`src/rtl/iic_cfg_sequencer_if.sv`:
```
// rtl/iic_cfg_sequencer_if.sv - transfer request/handshake bundle between the sequencer and iic_send
`timescale 1ns/1ps
interface iic_cfg_sequencer_if;
   logic       iic_send_en;
   logic [6:0] dev_addr;
   logic [7:0] word_addr;
   logic [7:0] write_data;
   logic       iic_done;

   modport master (output iic_send_en, dev_addr, word_addr, write_data, input iic_done);
   modport slave  (input iic_send_en, dev_addr, word_addr, write_data, output iic_done);
endinterface

```
`src/rtl/iic_cfg_sequencer.sv`:
```
// rtl/iic_cfg_sequencer.sv - walks a register ROM and issues one iic_send write per entry
`timescale 1ns/1ps
module iic_cfg_sequencer #(
   parameter logic [6:0]  C_DEV_ADDR   = 7'h21,
   parameter logic [7:0]  C_REG_NUM    = 8'd16,
   parameter logic [31:0] C_TIMEOUT    = 32'd50000,
   parameter logic [3:0]  C_RETRY_MAX  = 4'd3,
   parameter logic [15:0] C_GAP_CYCLES = 16'd1000
) (
   input  logic                 I_clk,
   input  logic                 I_rst_n,
   input  logic                 I_start,
   output logic [7:0]           O_rom_addr,
   input  logic [15:0]          I_rom_data,
   iic_cfg_sequencer_if.master  iic,
   output logic                 O_busy,
   output logic                 O_cfg_done,
   output logic                 O_cfg_err,
   output logic [7:0]           O_err_index
);

   typedef enum logic [2:0] {
      S_IDLE, S_FETCH_ADDR, S_FETCH_DATA, S_SEND, S_GAP, S_DONE, S_ERR
   } state_t;

   state_t      state, state_nxt;
   logic [8:0]  index, index_nxt;
   logic [3:0]  retry, retry_nxt;
   logic [31:0] cnt, cnt_nxt;
   logic [7:0]  rom_addr_nxt, word_q, word_nxt, data_q, data_nxt, err_index_nxt;
   logic        cfg_done_nxt, cfg_err_nxt;

   // Enable is a pure state decode so an async reset drops it in the same instant.
   assign iic.iic_send_en = (state == S_SEND);
   assign iic.dev_addr    = C_DEV_ADDR;
   assign iic.word_addr   = word_q;
   assign iic.write_data  = data_q;
   assign O_busy          = (state == S_FETCH_ADDR) || (state == S_FETCH_DATA) ||
                            (state == S_SEND) || (state == S_GAP);

   always_ff @(posedge I_clk or negedge I_rst_n) begin
      if (!I_rst_n) begin
         state       <= S_IDLE;
         index       <= '0;
         retry       <= '0;
         cnt         <= '0;
         O_rom_addr  <= '0;
         word_q      <= '0;
         data_q      <= '0;
         O_cfg_done  <= 1'b0;
         O_cfg_err   <= 1'b0;
         O_err_index <= '0;
      end else begin
         state       <= state_nxt;
         index       <= index_nxt;
         retry       <= retry_nxt;
         cnt         <= cnt_nxt;
         O_rom_addr  <= rom_addr_nxt;
         word_q      <= word_nxt;
         data_q      <= data_nxt;
         O_cfg_done  <= cfg_done_nxt;
         O_cfg_err   <= cfg_err_nxt;
         O_err_index <= err_index_nxt;
      end
   end

   always_comb begin
      state_nxt     = state;
      index_nxt     = index;
      retry_nxt     = retry;
      cnt_nxt       = '0;
      rom_addr_nxt  = O_rom_addr;
      word_nxt      = word_q;
      data_nxt      = data_q;
      cfg_done_nxt  = O_cfg_done;
      cfg_err_nxt   = O_cfg_err;
      err_index_nxt = O_err_index;
      case (state)
         // DONE/ERR last one cycle with busy low, so a start there is honoured like in IDLE.
         S_IDLE, S_DONE, S_ERR: begin
            state_nxt = S_IDLE;
            if (I_start) begin
               cfg_done_nxt = 1'b0;
               cfg_err_nxt  = 1'b0;
               index_nxt    = '0;
               retry_nxt    = '0;
               rom_addr_nxt = '0;
               if (C_REG_NUM == 8'd0) begin
                  state_nxt    = S_DONE;
                  cfg_done_nxt = 1'b1;
               end else begin
                  state_nxt = S_FETCH_ADDR;
               end
            end
         end
         S_FETCH_ADDR: state_nxt = S_FETCH_DATA;
         S_FETCH_DATA: begin
            word_nxt  = I_rom_data[15:8];
            data_nxt  = I_rom_data[7:0];
            state_nxt = S_SEND;
         end
         S_SEND: begin
            cnt_nxt = cnt + 32'd1;
            if (iic.iic_done) begin
               cnt_nxt   = '0;
               retry_nxt = '0;
               index_nxt = index + 9'd1;
               state_nxt = S_GAP;
            end else if (cnt == C_TIMEOUT - 32'd1) begin
               cnt_nxt   = '0;
               retry_nxt = retry + 4'd1;
               if (retry + 4'd1 == C_RETRY_MAX) begin
                  state_nxt     = S_ERR;
                  cfg_err_nxt   = 1'b1;
                  err_index_nxt = index[7:0];
               end else begin
                  state_nxt = S_GAP;
               end
            end
         end
         S_GAP: begin
            cnt_nxt = cnt + 32'd1;
            if (cnt + 32'd1 >= {16'd0, C_GAP_CYCLES}) begin
               cnt_nxt = '0;
               if (index == {1'b0, C_REG_NUM}) begin
                  state_nxt    = S_DONE;
                  cfg_done_nxt = 1'b1;
               end else if (retry != 4'd0) begin
                  state_nxt = S_SEND;
               end else begin
                  state_nxt    = S_FETCH_ADDR;
                  rom_addr_nxt = index[7:0];
               end
            end
         end
         default: state_nxt = S_IDLE;
      endcase
   end

endmodule

```
`src/flat_wrapper.sv`:
```
// flat-port wrapper written by rule: the top's interface ports become plain ports
module iic_cfg_sequencer_flat 
#(
   parameter logic [6:0]  C_DEV_ADDR   = 7'h21,
   parameter logic [7:0]  C_REG_NUM    = 8'd16,
   parameter logic [31:0] C_TIMEOUT    = 32'd50000,
   parameter logic [3:0]  C_RETRY_MAX  = 4'd3,
   parameter logic [15:0] C_GAP_CYCLES = 16'd1000
)
  (I_clk, I_rst_n, I_start, O_rom_addr, I_rom_data, O_busy, O_cfg_done, O_cfg_err, O_err_index, iic_iic_send_en, iic_dev_addr, iic_word_addr, iic_write_data, iic_iic_done);
  iic_cfg_sequencer_if iic_i ();
  input  logic I_clk;
  input  logic I_rst_n;
  input  logic I_start;
  output logic [7:0] O_rom_addr;
  input  logic [15:0] I_rom_data;
  output logic O_busy;
  output logic O_cfg_done;
  output logic O_cfg_err;
  output logic [7:0] O_err_index;
  output wire logic [$bits(iic_i.iic_send_en)-1:0] iic_iic_send_en;
  output wire logic [$bits(iic_i.dev_addr)-1:0] iic_dev_addr;
  output wire logic [$bits(iic_i.word_addr)-1:0] iic_word_addr;
  output wire logic [$bits(iic_i.write_data)-1:0] iic_write_data;
  input wire logic [$bits(iic_i.iic_done)-1:0] iic_iic_done;
  assign iic_iic_send_en = iic_i.iic_send_en;
  assign iic_dev_addr = iic_i.dev_addr;
  assign iic_word_addr = iic_i.word_addr;
  assign iic_write_data = iic_i.write_data;
  assign iic_i.iic_done = iic_iic_done;
  iic_cfg_sequencer #(.C_DEV_ADDR(C_DEV_ADDR), .C_REG_NUM(C_REG_NUM), .C_TIMEOUT(C_TIMEOUT), .C_RETRY_MAX(C_RETRY_MAX), .C_GAP_CYCLES(C_GAP_CYCLES)) u_core (.I_clk(I_clk), .I_rst_n(I_rst_n), .I_start(I_start), .O_rom_addr(O_rom_addr), .I_rom_data(I_rom_data), .iic(iic_i), .O_busy(O_busy), .O_cfg_done(O_cfg_done), .O_cfg_err(O_cfg_err), .O_err_index(O_err_index));
endmodule
```
`config.mk`:
```
export PLATFORM = sky130hd
export DESIGN_NAME = iic_cfg_sequencer_flat
export DESIGN_NICKNAME = d
export VERILOG_FILES = /design/src/rtl/iic_cfg_sequencer_if.sv /design/src/rtl/iic_cfg_sequencer.sv /design/src/flat_wrapper.sv
export SDC_FILE = /design/constraint.sdc
export NUM_CORES = 1
export LEC_CHECK = 0
export CORE_UTILIZATION = 50
export DETAILED_ROUTE_END_ITERATION = 8
export HOLD_SLACK_MARGIN = 0.06
export PLACE_DENSITY = 0.74
export SYNTH_ARGS = -nofsm -noshare
export SYNTH_HDL_FRONTEND = slang
export SYNTH_SLANG_ARGS = --single-unit
```
`constraint.sdc`:
```
create_clock -name I_clk -period 7.06 [get_ports I_clk]
set_clock_uncertainty 0.15 [all_clocks]
set_input_delay 1.412 -clock I_clk [delete_from_list [all_inputs] [get_ports I_clk]]
set_output_delay 1.412 -clock I_clk [all_outputs]
set_load 0.02 [all_outputs]
```
Word-level counts from Yosys, hierarchy flattened
Index checks and enable logic that the tools add are counted.
Widths: inputs -> output; s select.
{ "totals": {"ff_bits": 82, "latch_bits": 0, "ram_bits": 0, "mem_bits_ro": 0, "in_bits": 20, "out_inout_bits": 43, "elab_cells": 81, "mem_count": 0} }
{ "op_classes": {"addsub": 3, "mul": 0, "div_mod_pow": 0, "magnitude_cmp": 1, "eq_ne": 19, "n_shift": 0, "n_mux": 32, "bitwise_logic": 1, "n_reduce_logical": 15} }
{ "ops": {"columns": ["operator", "count"], "rows": [
  ["$mux 32", 3],
  ["$pmux 32 s2", 1],
  ["$add 32x1->32 const B", 1],
  ["$eq 32x16->1 const B", 1],
  ["$ge 32x10->1 const B", 1],
  ["$mux 8", 4],
  ["$mux 9", 2],
  ["$pmux 9 s2", 1],
  ["$pmux 8 s2", 1],
  ["$pmux 3 s5", 1],
  ["$mux 3", 4],
  ["$mux 4", 3],
  ["$ne 2x2->1 const B", 6],
  ["$reduce_and 5->1", 2],
  ["$add 9x1->9 const B", 1],
  ["$eq 3x3->1 const B", 3],
  ["$eq 9x5->1 const B", 1],
  ["$pmux 4 s2", 1],
  ["$reduce_and 4->1", 2],
  ["$mux 1", 7],
  ["$eq 3x2->1 const B", 2],
  ["$ne 2x1->1 const B", 3],
  ["$reduce_and 3->1", 2],
  ["$add 4x1->4 const B", 1],
  ["other kinds (12)", 17]
]} }

Logic depth before layout (Yosys ltp)
{ "logic_depth": {"depth_word": 6, "depth_mapped": 10, "ltp_nobuf": 10} }

Worst setup path after synthesis
OpenSTA, ideal clock, no wires.
{ "synth_timing": {"kind": "reg-to-reg", "startpoint": "register u_core.cnt[0]", "endpoint": "register u_core.O_rom_addr[0]", "setup_time_ps": 125, "t_arrival_ps": 2939, "t_required_ps": 6785, "slack_ps": 3846, "path_stages_with_launch": 10, "path_buffers": 0, "synth_period_minus_slack_ps": 3214, "path_cell_list": "dfrtp_1 > ha_1 > nand3_2 > nor3_2 > and2_2 > o2111a_1 > o211ai_1 > or4_4 > o31ai_4 > mux2_4"} }
{ "synth_between": {"elab_chain_len": 4} }
{ "synth_rtl": {"columns": ["element", "line", "rtl"], "rows": [
  ["from (decl)", "iic_cfg_sequencer.sv:29", "logic [31:0] cnt, cnt_nxt;"],
  ["from (signal assigned)", "iic_cfg_sequencer.sv:57", "cnt <= cnt_nxt;"],
  ["$add 32x1->32", "iic_cfg_sequencer.sv:123", "if (cnt + 32'd1 >= {16'd0, C_GAP_CYCLES}) begin"],
  ["$ge 32x10->1", "iic_cfg_sequencer.sv:123", null],
  ["$ne 2x2->1 (no source line)", null, null],
  ["$reduce_and 5->1 (no source line)", null, null],
  ["to (signal assigned)", "iic_cfg_sequencer.sv:58", "O_rom_addr <= rom_addr_nxt;"],
  ["to (decl)", "iic_cfg_sequencer.sv:13", "output logic [7:0] O_rom_addr,"]
]} }
No other way between the ends.
A chain may end at the register's enable or synchronous reset.

Worst setup path in the final report
{ "layout_timing": {"startpoint": "register u_core.cnt[0]", "endpoint": "register u_core.cnt[2]"} }
{ "layout_between": {"elab_chain_len": 4, "elab_cells_between_ends": 7, "classes_between": "1 x add/sub; 1 x order compare; 1 x eq/ne; 4 x mux"} }
{ "layout_rtl": {"columns": ["element", "line", "rtl"], "rows": [
  ["$add 32x1->32 or $eq 32x16->1 (tied branches)", null, null],
  ["$ge 32x10->1 or $mux 32 (tied branches)", "iic_cfg_sequencer.sv:123, iic_cfg_sequencer.sv:109", null],
  ["$mux 32, on equally long branches", "iic_cfg_sequencer.sv:123, iic_cfg_sequencer.sv:104", null],
  ["$pmux 32 s2 (*)", "iic_cfg_sequencer.sv:78", "case (state)"],
  ["via u_core.cnt_nxt[2]", "iic_cfg_sequencer.sv:29", null]
]} }
Mark *: on every way through the listed nets, which the timed path passes. The rest lies on a longest branch.

==> tab_implementation.tex <==
\begin{tabular}{lr}
\hline
Metric & Value \\
\hline
\multicolumn{2}{l}{\textbf{Critical path}} \\
Series of cell instances along the critical path & ha\_1, inv\_1, o211a\_1, a2111oi\_0, a221oi\_1, o2111ai\_1, or4\_1, and2\_1, nor2\_1 \\
Critical path buffers and inverters & 1 \\
CP Data Arrival Time & 3.84 ns \\
Crit. End Element & flop \\
Classification of the worst setup path & reg2reg \\
Launch instance of the worst register-to-register path & u\_core.cnt[0] \\
Kind of launch point of the worst setup path & flop \\
Setup slack on the worst flop-to-flop path & 3.27 ns \\
Worst reg2reg path depth & 9 \\
Crit. path cell count & 9 \\
Launch point of the critical path & u\_core.cnt[0] \\
CP top delay family & compound AO/OA/AOI/OAI gates \\
Critical path fanouts, max & 21 \\
CP peak stage delay & 0.95 ns \\
Worst EP required & 7.11 ns \\
R2R Path End & u\_core.cnt[2] \\
Worst path slowest cell & a2111oi\_0 \\
Capture point of the worst path & u\_core.cnt[2] \\
\multicolumn{2}{l}{\textbf{Finish}} \\
Fill cell instance count of the final layout & 739 \\
Leading cell type in the layout, fill and taps excluded & dfrtp\_1 \\
Flip-flop and latch area & 2050 sq um \\
Number of nets at the end of the flow & 540 \\
Area delta synth->final & 15.1\% \\
Most frequent cells in the layout & 82 x dfrtp\_1, 57 x nor2\_1, 54 x clkdlybuf4s50\_1, 37 x nand2\_1, 24 x mux2\_2 \\
Fraction of final layout cells with drive strength greater than 1 & 0.137 \\
Multi-input gate area in the final layout & 2340 sq um \\
ANT cells & 0 \\
\multicolumn{2}{l}{\textbf{Floorplan}} \\
Cell Rows & 34 \\
Top-Level Pins & 63 \\
Vertical die dimension & 98.3 um \\
CORE AREA & 8850 sq um \\
Effective utilization at floorplan & 0.524 \\
Die extent in x & 98.3 um \\
Die outline area & 9660 sq um \\
\multicolumn{2}{l}{\textbf{Timing}} \\
Worst setup slack after layout & 3.27 ns \\
Fin crit share & 0.537 \\
Peak Freq & 264 MHz \\
Finish-stage setup viols & 0 \\
Minimum period implied by the final worst setup slack & 3.79 ns \\
Relative slew margins & 0.266 \\
Final count of hold timing violations & 0 \\
Slew at the pin with the worst max-slew slack & 1.07 ns \\
Setup repair after global routing missed its margin & no \\
Final TNS setup & 0 ns \\
Max Slew Vio Count & 0 \\
\multicolumn{2}{l}{\textbf{Placement}} \\
HPWL reported at the end of detailed placement & 7200 um \\
Pre-CTS WS & 3.13 ns \\
Global placer's final weighted congestion & 0.928 \\
Number of port buffers & 55 \\
\multicolumn{2}{l}{\textbf{Clock tree}} \\
Number of cells upsized or downsized after cts & 0 \\
Number of buffers inserted by hold repair at cts & 0 \\
Deepest clock path buffer count & 2 \\
Worst skew pair latency & 0.35 ns \\
Number of sinks on the clock net & 82 \\
CTS clk-pin slew, worst paths & 0.10 ns \\
CTS tree & yes \\
Clock tree root buffer cell & clkbuf\_8 \\
Post-CTS setup-driven buffer insertion count & 0 \\
Cts bufs inserted & 9 \\
Number of H-tree levels & 3 \\
\multicolumn{2}{l}{\textbf{Flow run}} \\
Number of maximum-capacitance violations & 0 \\
\multicolumn{2}{l}{\textbf{Global route}} \\
Total global routing track utilization & 0.224 \\
Initial antenna violation count & 0 \\
Residual overflow from global routing & 0 \\
Wire length of the first global-routing pass & 17300 um \\
Largest net degree at the start of global routing & 83 \\
Via count of the first global-routing pass & 3529 \\
\multicolumn{2}{l}{\textbf{Power}} \\
IR drop worst, VDD & 243 uV \\
Leakage power total & 2.19 nW \\
Total power consumption of the routed design & 1.37 mW \\
Total power per unit cell area & 256 nW/um\^{}2 \\
\multicolumn{2}{l}{\textbf{Route}} \\
Wire length per cell after detailed routing & 16.1 um \\
DRC marker count from the first detailed-route iteration & 288 \\
Number of design rule violations left after detail routing & 0 \\
Detail Route Antenna Nets & 0 \\
Count of TritonRoute iterations in the first routing pass & 8 \\
Routed via count & 3617 \\
Ratio of routed vias to standard cells & 5.77 \\
Routed wire length & 10100 um \\
\multicolumn{2}{l}{\textbf{Yosys}} \\
Count of synthesis-stage warnings from yosys & 0 \\
EDFF count, synth & 0 \\
Share of synthesized registers carrying an async set or reset & 1.00 \\
Prevailing post-synth register cell & dfrtp\_1 \\
Cell area after synthesis & 4640 sq um \\
Distinct cell type count after synthesis & 70 \\
Instance count of the mapped netlist & 471 \\
Sequential element share of the synthesized area & 0.443 \\
Average size of a mapped cell & 9.84 sq um \\
Count of state elements after synthesis & 82 \\
\multicolumn{2}{l}{\textbf{Min path}} \\
Worst hold-check path type & reg2reg \\
\multicolumn{2}{l}{\textbf{Outcome}} \\
Run status & finished, final reports clean \\
\hline
\end{tabular}
==> metrics by stage <==
stage | instance area, sq um | cells | hold WS (ns) | util
2_1_floorplan | 4650 | 476 | 0.329 | -
3_3_place_gp | 5150 | 611 | 0.328 | 0.583
3_5_place_dp | 5150 | 611 | 0.327 | 0.583
4_1_cts | 5340 | 627 | 0.351 | 0.603
5_1_grt | 5340 | 627 | 0.368 | 0.603
6_report | 5340 | 627 | 0.346 | 0.603
==> per-layer routing <==
| metal | routed length (um) | part of all wire | global-route usage |
|---|---|---|---|
| met5 | 0 | 0 | 0 |
| met4 | 238 | 0.024 | 0.0850 |
| met3 | 554 | 0.055 | 0.0444 |
| met2 | 4490 | 0.44 | 0.339 |
| met1 | 4820 | 0.48 | 0.319 |
==> final cells by class <==
| type | instances | share of cell area |
|---|---|---|
| sequential | 82 | 0.385 |
| timing repair buffer | 57 | 0.106 |
| tap | 108 | 0.0253 |
| clock buffer | 9 | 0.0232 |
| inverter | 17 | 0.0120 |
| multi-input combinational | 347 | 0.439 |
| clock inverter | 7 | 0.0108 |
==> cell usage after synthesis, types with 7 or more instances <==
| library cell | number | area [sq um] |
|---|---|---|
| nand3_1 | 20 | 100 |
| dfrtp_1 | 82 | 2050 |
| mux2_2 | 24 | 270 |
| xor2_1 | 23 | 201 |
| nor4_1 | 10 | 62.6 |
| xnor2_1 | 20 | 175 |
| mux2i_1 | 7 | 70.1 |
| nand4_1 | 15 | 93.8 |
| and3_1 | 11 | 68.8 |
| nand2_1 | 37 | 139 |
| nor2_1 | 57 | 214 |
| o21ai_0 | 13 | 65.1 |
| inv_1 | 17 | 63.8 |
| clkbuf_1 | 12 | 45.0 |
| nor3_1 | 11 | 55.1 |
| a21oi_1 | 8 | 40.0 |
| buf_4 | 9 | 67.6 |
==> sequential cells by signal (all words and copies together), names as in the netlist, 3 cells and up <==
register               flops
u_core.index               9
u_core.O_rom_addr          8
u_core.iic.write_data      8
u_core.O_err_index         8
u_core.iic.word_addr       8
u_core.state               3
u_core.retry               4
u_core.cnt                32
==> power breakdown <==
part           internal [mW]  total [mW]  switching (mW)
clock network          0.133       0.320           0.187
logic                  0.221       0.461           0.240
registers              0.534       0.584          0.0506
==> cells by family (layout without fill, tap and decap cells) <==
logic type / Yosys count / after routing / share of synthesized area
AOI/OAI and AO/OA: 48 / 48 / 0.0737
xor gates and xnor gates: 43 / 43 / 0.0812
adders and majority gates: 6 / 6 / 0.0162
buffers and inverters: 47 / 90 / 0.0575
DFF: 82 / 82 / 0.443
muxes: 33 / 33 / 0.0799
other: 2 / 7 / 0.00162
and+or+nand+nor: 210 / 210 / 0.247
==> worst reg2reg max path, stage by stage, from the launching register on <==
cell and delay (ns):
dfrtp_1 0.44, ha_1 0.29, inv_1 0.09, o211a_1 0.22
a2111oi_0 0.95, a221oi_1 0.26, o2111ai_1 0.19, or4_1 0.24
and2_1 0.68, nor2_1 0.13
==> worst min path at each step <==
stage	start	endpoint	slack, ns	cells past startpoint
final	u_core.O_rom_addr[2]	u_core.O_rom_addr[2]	0.35	1
after global routing	u_core.O_rom_addr[2]	u_core.O_rom_addr[2]	0.37	1
after CTS	u_core.O_rom_addr[2]	u_core.O_rom_addr[2]	0.35	1
after detailed placement	u_core.O_rom_addr[2]	u_core.O_rom_addr[2]	0.33	1
after global placement	u_core.O_rom_addr[2]	u_core.O_rom_addr[2]	0.33	1
after floorplan	u_core.index[0]	u_core.index[0]	0.33	1
(Power assumes the default switching activity.)
